File: config.mk
export PLATFORM = sky130hd
export DESIGN_NAME = fifo_wr_arbiter
export DESIGN_NICKNAME = d
export VERILOG_FILES = /design/src/rtl/fifo_wr_arbiter.sv
export SDC_FILE = /design/constraint.sdc
export NUM_CORES = 1
export LEC_CHECK = 0
export CELL_PAD_IN_SITES_DETAIL_PLACEMENT = 1
export CELL_PAD_IN_SITES_GLOBAL_PLACEMENT = 2
export CORE_MARGIN = 2
export CORE_UTILIZATION = 21
export CTS_CLUSTER_DIAMETER = 60
export DETAILED_ROUTE_END_ITERATION = 16
export PLACE_DENSITY_LB_ADDON = 0.1
export SETUP_SLACK_MARGIN = 0.5
export SYNTH_ARGS = -nofsm -noshare
export SYNTH_HDL_FRONTEND = slang
export SYNTH_SLANG_ARGS = --single-unit
File: constraint.sdc
create_clock -name clk -period 1.9 [get_ports clk]
set_input_delay 0.475 -clock clk [delete_from_list [all_inputs] [get_ports clk]]
set_output_delay 0.475 -clock clk [all_outputs]
set_load 0.03 [all_outputs]
File: src/rtl/fifo_wr_arbiter.sv
// ============================================================================
// fifo_wr_arbiter : round-robin arbiter sharing one sync FIFO write port
// Rev 1.0
// ============================================================================
`default_nettype none

module fifo_wr_arbiter #(
  parameter int NUM_REQ   = 4,
  parameter int DATA_W    = 8,
  parameter int MAX_BURST = 4,
  localparam int ID_W     = (NUM_REQ > 1) ? $clog2(NUM_REQ) : 1
) (
  input  logic                      clk,
  input  logic                      rst_n,
  input  logic [NUM_REQ-1:0]        req_valid_i,
  input  logic [NUM_REQ*DATA_W-1:0] req_data_i,
  output logic [NUM_REQ-1:0]        req_ready_o,
  input  logic                      fifo_full_i,
  output logic                      fifo_wr_en_o,
  output logic [DATA_W-1:0]         fifo_data_o,
  output logic [ID_W-1:0]           grant_id_o,
  output logic                      busy_o
);

  localparam logic [0:0] S_IDLE  = 1'b0;
  localparam logic [0:0] S_GRANT = 1'b1;

  logic [0:0]      state_q, state_d;
  logic [ID_W-1:0] owner_q, owner_d;
  logic [ID_W-1:0] last_q,  last_d;
  logic [3:0]      cnt_q,   cnt_d;

  logic [DATA_W-1:0] slice [NUM_REQ];
  logic              beat;
  logic              rel;

  for (genvar gi = 0; gi < NUM_REQ; gi++) begin : g_slice
    assign slice[gi] = req_data_i[gi*DATA_W +: DATA_W];
  end

  // Search starts one past base and wraps, so base itself is checked last.
  function automatic logic [ID_W-1:0] rr_pick(input logic [ID_W-1:0] base,
                                              input logic [NUM_REQ-1:0] v);
    logic [ID_W-1:0] idx;
    logic [ID_W-1:0] win;
    logic            found;
    idx   = base;
    win   = '0;
    found = 1'b0;
    for (int k = 0; k < NUM_REQ; k++) begin
      idx = (idx == ID_W'(NUM_REQ - 1)) ? '0 : idx + ID_W'(1);
      if (!found && v[idx]) begin
        win   = idx;
        found = 1'b1;
      end
    end
    return win;
  endfunction

  assign beat = (state_q == S_GRANT) & req_valid_i[owner_q] & ~fifo_full_i;
  assign rel  = (state_q == S_GRANT) &
                (~req_valid_i[owner_q] | (beat & ((cnt_q + 4'd1) == 4'(MAX_BURST))));

  always_ff @(posedge clk or negedge rst_n) begin
    if (!rst_n) begin
      state_q <= S_IDLE;
      owner_q <= '0;
      last_q  <= ID_W'(NUM_REQ - 1);
      cnt_q   <= '0;
    end else begin
      state_q <= state_d;
      owner_q <= owner_d;
      last_q  <= last_d;
      cnt_q   <= cnt_d;
    end
  end

  always_comb begin
    state_d = state_q;
    owner_d = owner_q;
    last_d  = last_q;
    cnt_d   = cnt_q;
    case (state_q)
      S_IDLE: begin
        if (|req_valid_i) begin
          state_d = S_GRANT;
          owner_d = rr_pick(last_q, req_valid_i);
          cnt_d   = '0;
        end
      end
      S_GRANT: begin
        if (rel) begin
          last_d = owner_q;
          cnt_d  = '0;
          if (|req_valid_i) begin
            owner_d = rr_pick(owner_q, req_valid_i);
          end else begin
            state_d = S_IDLE;
            owner_d = '0;
          end
        end else if (beat) begin
          cnt_d = cnt_q + 4'd1;
        end
      end
      default: state_d = S_IDLE;
    endcase
  end

  always_comb begin
    req_ready_o  = '0;
    fifo_wr_en_o = 1'b0;
    fifo_data_o  = '0;
    grant_id_o   = '0;
    busy_o       = 1'b0;
    if (state_q == S_GRANT) begin
      req_ready_o  = {{(NUM_REQ-1){1'b0}}, ~fifo_full_i} << owner_q;
      fifo_wr_en_o = beat;
      fifo_data_o  = slice[owner_q];
      grant_id_o   = owner_q;
      busy_o       = 1'b1;
    end
  end

endmodule

`default_nettype wire

==> impl_results.md <==
* Max clock buf depth at 2
* Worst relative slew slack at 0.706
* Clk_lat worst skew at about 230 ps
* Max cap viols at 0
* Initial core utilization at 0.215
* Unrepaired setup endpoints after global routing: yes
* CTS buffer count at 3
* Worst Setup Start Kind: register
* Routability congestion estimate at 0.803
* Compound-Gate Fraction of Synth Area at 0.204
* Input/output buffers at 54
* Syn avg cell area at 8.44 um^2
* Ports at 55
* Vias at approximately 1.6k
* Register area share after synthesis at 0.180
* Die H at slightly above 80 um
* Synth unique cells at just under 50
* Post-Synth Simple-Gate Area at 0.266
* Worst VDD drop at 0.767 mV
* Max Clk Rate at 0.477 GHz
* CTS tree: built
* Ys async rst share at 1.00
* Final hold vios at 0
* Leakage power at between 1 and 1.5 nW
* Grt ovf at 0
* Final setup skew at about 3.8 ps
* Initial antenna violation count at 0
* DIE AREA at between 6000 and 7000 um^2
* Clock transition at path regs at roughly 50 ps
* Final instance area at roughly 2500 um^2
* Dpl ws at -675 ps
* Synth Warn # at 0
* Average wire per standard cell at 16.5 um
* Proportion of layout cells with a drive suffix above 1 at 0.469
* Post-route DRC violation count at 0
* Number of global-route vias before repair at roughly 1.7k
* Routed wire length at roughly 5200 um
* Clock root buffer: clkbuf_8
* Final WS setup at -197 ps
* Post-synth EDFFs at 0
* Top-count cell post-synth: nand2_1
* Period utilization at 1.10
* Slew Limit Fails at 0
* Die Wd at about 82 um
* Vias per cell at 5.00
* CP required at about 2000 ps
* CP Capture Point: owner_q[0]
* Xor/xnor cell area share of the yosys netlist at 0.0138
* Worst Hold Class: input port to async pin
* Post-DRT Antenna Nets at 0
* GRT Total Usage at 0.161
* Post-layout min period at approximately 2100 ps
* CP Max Fanout at 6
* Post-Syn Area at between 1000 and 1500 um^2
* Core Box Area at around 5900 um^2
* Drt first-iter violations at 58
* CP Class: register to register
* Flop2flop setup slack at -200 ps
* Main combinational cell family by area after synthesis: simple AND/OR/NAND/NOR gates
* Synth Area in Adders at 0.0296
* Max H-tree Level at 1
* Crit path from: owner_q[0]
* Synth top area share at 0.142
* Area delta synth->final at 97.6%
* Rows at 28
* Synth area leaders: mux4_2 14%, dfrtp_1 14%, and2_1 4.9%
* FF-to-FF Start: owner_q[0]
* Worst r2r path cells at 8
* Num Clock Sinks at 9
* Final #Nets at 284
* Syn nets at between 150 and 200
* Most used flip-flop cell after synthesis: dfrtp_1
* Placed Instance Area at ~2200 um^2
* Pwr/cell area at approximately 1500 nW/um^2
* Total power at roughly 3.8 mW
* R2R Path End: owner_q[0]
* Dominant cell type by area after synthesis: mux4_2
* Post-Syn Instances at 150
* DP Cell Count at just over 300
* Arrival @ worst endpoint at ~2200 ps
* Largest net degree at the start of global routing at 15
* Post-synth top cells: 15 x nand2_1, 13 x nor2_1, 11 x o21ai_0
* Finished Layout Cells at roughly 320
* Global-route wire length before repair at between 8000 and 9000 um
* Crit. End Element: register
* Failing checks: negative setup slack
* DR pass1 iterations at 4
* Mux contribution to synthesized area at 0.239
* #FFs+latches synth at 9
* Final setup vio count at 15
* Inserted Diodes at 0
* DP Wirelength at ~4000 um
* Least-Margin Pin Slew at ~440 ps
* Status: finished with violations
## sequential cells by signal (all words and copies together), names as in the netlist
| register | flops |
|---|---|
| cnt_q | 4 |
| last_q | 2 |
| owner_q | 2 |
| state_q | 1 |
## cell type report
cell class	instances	area (um^2)
Multi-Input combinational cell	123	1150
Inverter	3	11.3
Timing Repair Buffer	102	977
Clock buffer	4	45.0
Fill cell	677	3380
Tap cell	75	93.8
Sequential cell	9	229
## cell families after synthesis
group | count (synthesis)
muxes | 18
AOI/OAI and AO/OA | 37
adders and majority gates | 3
and+or+nand+nor | 63
buffers and inverters | 18
xor gates and xnor gates | 2
DFF | 9
## repair_timing
action	4_1_cts	5_1_grt
hold buffers	0	0
buffers inserted	9	1
resized for setup	126	15
endpoints found under the setup margin	25	24
pin swaps	18	10
## routing by layer
layer,vias to the layer above,global-route usage,routed length (um)
li1,751,-,-
met1,783,0.212,2310
met2,45,0.283,2560
met3,2,0.0253,330
met4,0,0.0200,21
met5,-,0,0
## placed cells by master (no fill, tap or decap), types with 3 or more instances in the layout
cell and n:
buf_4 36, mux2_4 3, a21oi_1 5, buf_6 22, dlymetal6s2s_1 4, clkbuf_8 3, o21ai_0 9, dfrtp_1 6
mux4_2 8, and2_4 10, inv_1 3, nand2b_1 3, dlygate4sd2_1 33, nand2_1 14, nor2_1 11, mux2i_1 4
buf_12 4
## worst max-delay path, stage by stage, from the launching register on
cell      delay [ps]
dfrtp_1          410
buf_6            150
ha_4             300
buf_4            130
nor2b_1           40
or4_1            400
a222oi_1         300
a311oi_1         100
o221ai_1         180
## through the flow
| stage | util | hold slack (ps) | setup TNS [ps] |
|---|---|---|---|
| finish | 0.425 | 556 | -1700 |
| global route | 0.425 | 579 | -3020 |
| floorplan | - | 179 | 0 |
| global placement | 0.379 | 494 | -8230 |
| CTS | 0.415 | 544 | -2170 |
| detailed placement | 0.379 | 500 | -8470 |
## how the worst min path moves through the flow
stage | to | slack, ps | depth (start not counted)
2_1_floorplan | cnt_q[0] | 180 | 0
3_3_place_gp | cnt_q[3] | 490 | 1
3_5_place_dp | cnt_q[3] | 500 | 1
4_1_cts | cnt_q[2] | 540 | 1
5_1_grt | cnt_q[1] | 580 | 1
6_report | cnt_q[0] | 560 | 1
## where the power goes
group	internal (mW)	switching, mW	total (mW)
combinational	1.77	1.46	3.23
sequential	0.268	0.0474	0.316
clock	0.146	0.0740	0.220
total	2.19	1.58	3.76
(Power assumes the default switching activity.)
